**src/rtl/seq_mul16.sv**
```systemverilog
// Radix-2 shift-add multiplier: one partial-product add per clock, 16 iterations.
// Optional SEQ_MUL16_SIGNED_EN adds i_signed for two's-complement operands.
module seq_mul16 #(
    parameter int WIDTH = 16
) (
    input  logic                 clk,
    input  logic                 reset,
`ifdef SEQ_MUL16_SIGNED_EN
    input  logic                 i_signed,
`endif
    input  logic                 i_start,
    input  logic [WIDTH-1:0]     i_a,
    input  logic [WIDTH-1:0]     i_b,
    output logic                 o_busy,
    output logic                 o_done,
    output logic [2*WIDTH-1:0]   o_result
);

    localparam int CW = $clog2(WIDTH);

    typedef enum logic [1:0] {
        S_IDLE = 2'd0,
        S_MUL  = 2'd1,
        S_DONE = 2'd2
    } state_t;

    state_t               r_state;
    logic [WIDTH-1:0]     r_m;
    logic [2*WIDTH-1:0]   r_p;
    logic [CW-1:0]        r_cnt;
    logic                 r_busy;
    logic                 r_done;
    logic [2*WIDTH-1:0]   r_result;

    logic                 w_accept;
    logic [WIDTH:0]       w_sum;
    logic [2*WIDTH-1:0]   w_shift;
    logic [2*WIDTH-1:0]   w_final;
    logic [WIDTH-1:0]     w_load_m;
    logic [WIDTH-1:0]     w_load_b;

    assign w_accept = i_start && ((r_state == S_IDLE) || (r_state == S_DONE));

    // Upper half plus multiplicand; carry-out lands in the new MSB so nothing is lost.
    assign w_sum   = {1'b0, r_p[2*WIDTH-1:WIDTH]} + {1'b0, r_m};
    assign w_shift = r_p[0] ? {w_sum, r_p[WIDTH-1:1]} : {1'b0, r_p[2*WIDTH-1:1]};

`ifdef SEQ_MUL16_SIGNED_EN
    logic r_neg;
    logic w_load_neg;

    // Magnitude as unsigned: -(0x8000) stays 0x8000, which is the correct magnitude.
    assign w_load_m   = (i_signed && i_a[WIDTH-1]) ? (-i_a) : i_a;
    assign w_load_b   = (i_signed && i_b[WIDTH-1]) ? (-i_b) : i_b;
    assign w_load_neg = i_signed && (i_a[WIDTH-1] ^ i_b[WIDTH-1]);
    assign w_final    = r_neg ? (-w_shift) : w_shift;

    always_ff @(posedge clk or posedge reset) begin
        if (reset) begin
            r_neg <= 1'b0;
        end else if (w_accept) begin
            r_neg <= w_load_neg;
        end
    end
`else
    assign w_load_m = i_a;
    assign w_load_b = i_b;
    assign w_final  = w_shift;
`endif

    always_ff @(posedge clk or posedge reset) begin
        if (reset) begin
            r_state  <= S_IDLE;
            r_m      <= '0;
            r_p      <= '0;
            r_cnt    <= '0;
            r_busy   <= 1'b0;
            r_done   <= 1'b0;
            r_result <= '0;
        end else begin
            case (r_state)
                S_IDLE, S_DONE: begin
                    if (w_accept) begin
                        r_m     <= w_load_m;
                        r_p     <= {{WIDTH{1'b0}}, w_load_b};
                        r_cnt   <= '0;
                        r_state <= S_MUL;
                        r_busy  <= 1'b1;
                        r_done  <= 1'b0;
                    end else begin
                        r_state <= S_IDLE;
                        r_busy  <= 1'b0;
                        r_done  <= 1'b0;
                    end
                end
                S_MUL: begin
                    r_p   <= w_shift;
                    r_cnt <= r_cnt + 1'b1;
                    if (r_cnt == CW'(WIDTH - 1)) begin
                        r_result <= w_final;
                        r_state  <= S_DONE;
                        r_busy   <= 1'b0;
                        r_done   <= 1'b1;
                    end
                end
                default: begin
                    r_state <= S_IDLE;
                    r_busy  <= 1'b0;
                    r_done  <= 1'b0;
                end
            endcase
        end
    end

    assign o_busy   = r_busy;
    assign o_done   = r_done;
    assign o_result = r_result;

endmodule

```
**config.mk**
```make
export PLATFORM = sky130hd
export DESIGN_NAME = seq_mul16
export DESIGN_NICKNAME = d
export VERILOG_FILES = /design/src/rtl/seq_mul16.sv
export SDC_FILE = /design/constraint.sdc
export NUM_CORES = 1
export LEC_CHECK = 0
export ABC_AREA = 1
export CORE_MARGIN = 10
export CORE_UTILIZATION = 35
export CTS_CLUSTER_DIAMETER = 80
export CTS_CLUSTER_SIZE = 25
export DETAILED_ROUTE_END_ITERATION = 12
export GPL_TIMING_DRIVEN = 0
export MAX_ROUTING_LAYER = met4
export SETUP_SLACK_MARGIN = 0.02
export SYNTH_ARGS = -nofsm -noshare
export SYNTH_HDL_FRONTEND = slang
export SYNTH_SLANG_ARGS = --single-unit
```
**constraint.sdc**
```tcl
create_clock -name clk -period 4 [get_ports clk]
set_input_delay 0.4 -clock clk [delete_from_list [all_inputs] [get_ports clk]]
set_output_delay 0.4 -clock clk [all_outputs]
set_load 0.05 [all_outputs]
```
---- Word-level counts from Yosys, hierarchy flattened ----
Index checks and enable logic that the tools add are counted.
operators by class
  multiplexer cells ....................... 13
  eq/ne operators ......................... 5
  $add $sub $neg .......................... 2
  reductions and logical operators ........ 8
operator list
  cell                 number
  $mux 32              2
  $pmux 32 s2          1
  $add 16x16->17       1
  $pmux 4 s2           1
  $reduce_and 2->1     3
  $mux 1               5
  $add 4x1->4 const B  1
  $eq 4x4->1 const B   1
  $mux 4               1
  $ne 2x2->1 const B   2
  $pmux 2 s2           1
  $eq 2x1->1 const B   1
  $eq 2x2->1 const B   1
  $logic_not 2->1      1
  $mux 2               1
  $pmux 1 s2           1
  $reduce_bool 2->1    1
  $reduce_or 2->1      1
  $logic_and 1x1->1    1
  $logic_or 1x1->1     1
storage, ports and cells
  input bits .............................. 35
  flip-flop bits (word level) ............. 88
  output and inout port bits .............. 34
  word-level logic and storage cells ...... 35

---- Logic depth before layout (Yosys ltp) ----
  depth after elaboration ................. 5
  mapped depth ............................ 12
  mapped depth without buffers ............ 12

---- Worst setup path before layout ----
OpenSTA, ideal clock, no wires.
  path kind ............................... reg-to-reg
  from .................................... register r_m[0]
  to ...................................... register r_result[27], in the netlist o_result[27]
  setup slack ............................. 2.268 ns
  cell stages (with the launch flop) ...... 12
  period minus slack after synthesis ...... 1.732 ns
  data arrival time ....................... 1.615 ns
  path buffers ............................ 0
  cell sequence ........................... dfrtp_1 > ha_1 > fa_1 > nand2_1 > nand2_1 > and2_4 > nand3_1 > nand3_1 > nand2_1 > nand3_1 > nand3_1 > nand2_1
between the ends
  word-level cells in the longest chain between the ends .. 2
RTL lines
  item                      RTL line  text
  start: declaration        28        logic [WIDTH-1:0] r_m;
  start signal: assignment  84        r_m <= w_load_m;
  $add 16x16->17            45        assign w_sum = {1'b0, r_p[2*WIDTH-1:WIDTH]} + {1'b0, r_m};
  $mux 32                   46        assign w_shift = r_p[0] ? {w_sum, r_p[WIDTH-1:1]} : {1'b0, r_p[2*WIDTH-1:1]};
  end signal: assignment    100       r_result <= w_final;
  end: declaration          33        logic [2*WIDTH-1:0] r_result;
No other way between the ends.
A chain may end at the register's enable or synchronous reset.

---- Worst setup path after layout ----
  from .................................... register r_done, in the netlist o_done
  to ...................................... output o_done
RTL lines
  item                      RTL line  text
  start: declaration        32        logic r_done;
  start signal: assignment  78        r_done <= 1'b0;
  start signal: assignment  89        r_done <= 1'b0;
  start signal: assignment  93        r_done <= 1'b0;
  end: declaration          15        output logic o_done,
No word-level cell between the ends.

==> out/qor.txt <==
Status -> finished, final reports clean
Worst-Margin Slew -> 0.5548 ns
Num Clock Sinks -> 87
FF-to-FF path depth -> 11
Gpl congestion -> 0.9003
Die H -> 133.3 um
Sum Neg Setup Slack -> 0 ns
Die Span X -> 133.3 um
First-pass GRT wire length -> 19060 um
Syn Std Cell Area -> 4492 um^2
Row cnt -> 41
Avg Inst Size Synth -> 8.459 um^2
Slew margin rel. -> 0.6290
Global route overflow -> 0
Commonest non-fill, non-tap cell in the layout -> nand2_1
Per-cell routed wire length -> 14.50 um
Nets -> 663
Area grow syn2layout -> 26.88%
CTS resizes -> 0
GRT Total Usage -> 0.1346
Dpl cells -> 771
Die Footprint -> 17760 um^2
Setup Fix Bufs, Post-CTS -> 0
Commonest cells after routing, fill and taps aside -> nand2_1 (159), dfrtp_1 (87), clkdlybuf4s50_1 (67)
R2r setup slk -> 2.01 ns
RSZ-0062 raised after global routing -> no
Final cell count without fillers -> 787
Period Utilization, post-route -> 0.5119
Kind of critical path -> flip-flop to primary output
Clk_lat worst skew -> 0.34 ns
EDFF count, synth -> 0
Initial Util -> 0.3559
Port bufs -> 67
CP arrival -> 1.65 ns
Vias -> 3722
Netlist cell types -> 37
Sequential area share after synthesis -> 0.4847
Syn_nets -> 584
Max Fanout on Critical Path -> 2
Root Driver -> clkbuf_16
Post-Syn Instances -> 531
Critical Path Sink Type -> primary output
Vias in the first global route -> 3938
First-pass iteration count of the detailed router -> 4
Yosys synthesis warning count -> 0
Post-route ant nets -> 0
Share of layout cells above drive strength 1 -> 0.1041
Worst-path cell chain -> clkdlybuf4s50_1
Worst Path Buf+Inv -> 1
Final Max Slew Viols -> 0
Fmax -> 488.4 MHz
CP Launch Type -> flip-flop
Post-layout min period -> 2.048 ns
Num CTS Buffers -> 9
Async set-reset flop share out of synthesis -> 1.000
WL final -> 11410 um
Main synth FF type -> dfrtp_1
N_diodes -> 0
HP Class -> primary input to async pin
Number of synthesized register bits -> 87
CP peak stage delay -> 0.86 ns
Largest net degree at the start of global routing -> 57
CP Data Required Time -> 3.60 ns
Crit-path slowest cell -> clkdlybuf4s50_1
Reg2Reg Launch Point -> r_m[0]
Minimum hold slack -> 0.4042 ns
Drt drc -> 0
Hold Vio Cnt, Final -> 0
Max clock buf depth -> 2
Via/cell ratio -> 4.729
Hpwl dp -> 8626 um
Max H-tree Level -> 3
Hold buffer count at CTS -> 0
Antenna violations before repair -> 0
Boundary Pins -> 69
CTS clk-pin slew, worst paths -> 0.07 ns
Core ar. -> 12620 um^2
CTS tree -> yes
First DRT Iteration DRCs -> 219
Number of max-cap violations -> 0
Worst Skew -> 0.009207 ns
CP top delay family -> buffers and inverters
# setup viols final -> 0
Worst R2R End -> o_result[27]
## sequential cells by signal (all words and copies together) (netlist names)
register  flops
o_result     32
r_state       1
r_p          32
r_cnt         4
o_done        1
r_m          16
o_busy        1
## layout make-up
cell class / count / area [um^2]
plain buffers: 19 / 107.6
flip-flops and latches: 87 / 2177
well taps: 172 / 215.2
clock inverters: 5 / 38.79
clock buffers: 11 / 252.7
inverters: 68 / 260.3
multi-input cells: 357 / 1949
fillers: 1310 / 6920
repair buffers: 68 / 698.2
## per-stage QoR
| step | cell area (um^2) | utilization | worst slack [ns] |
|---|---|---|---|
| 3_5_place_dp | 5408 | 0.4285 | 2.014 |
| 6_report | 5699 | 0.4516 | 1.952 |
| 5_1_grt | 5699 | 0.4516 | 1.824 |
| 2_1_floorplan | 4492 | - | 1.350 |
| 4_1_cts | 5699 | 0.4516 | 1.929 |
| 3_3_place_gp | 5378 | 0.4261 | -0.03483 |
## cell families after synthesis
kind of cell	after synthesis	synth area share
AO/OA/AOI/OAI	65	0.08858
XOR/XNOR	3	0.005851
adder cells (fa/ha/maj)	18	0.05181
buffers and inverters	87	0.08134
flip-flops	87	0.4847
multiplexers	17	0.04234
AND/OR/NAND/NOR	254	0.2454
## worst max-delay path by stage
stage	from	end	slack, ns	cells after the start
floorplan	reset	o_busy	1.35	1
global placement	reset	r_p[24]	-0.03	2
detailed placement	r_m[0]	o_result[31]	2.01	11
CTS	o_done	o_done	1.93	1
global route	r_m[0]	o_result[27]	1.82	11
finish	o_done	o_done	1.95	1
## routing by layer
layer | share of wire | global-route usage | wire length (um)
met3 | 0.045 | 0.04323 | 512
met5 | 0 | - | 0
met2 | 0.47 | 0.2156 | 5322
met1 | 0.48 | 0.1615 | 5424
met4 | 0.013 | 0.03265 | 153
## synthesized netlist by cell type (2+ instances only)
cell / number / share of area
nand3_1: 57 / 0.064
nand3b_1: 2 / 0.0033
buf_2: 11 / 0.012
or2_2: 7 / 0.0097
o21ai_0: 14 / 0.016
o22ai_1: 2 / 0.0028
xnor2_1: 2 / 0.0039
inv_1: 64 / 0.053
mux2_2: 16 / 0.040
buf_6: 3 / 0.0075
o21ai_1: 20 / 0.022
nor3_1: 3 / 0.0033
dfrtp_1: 87 / 0.48
o221ai_1: 15 / 0.029
inv_2: 3 / 0.0025
nor2_1: 17 / 0.014
or2_1: 2 / 0.0028
nand2_1: 159 / 0.13
clkbuf_1: 5 / 0.0042
ha_1: 17 / 0.047
a21oi_1: 9 / 0.010
Power is left out: the tool's default activity adds up to more than one toggle a clock period on the data nets, which glitch-free logic cannot reach.
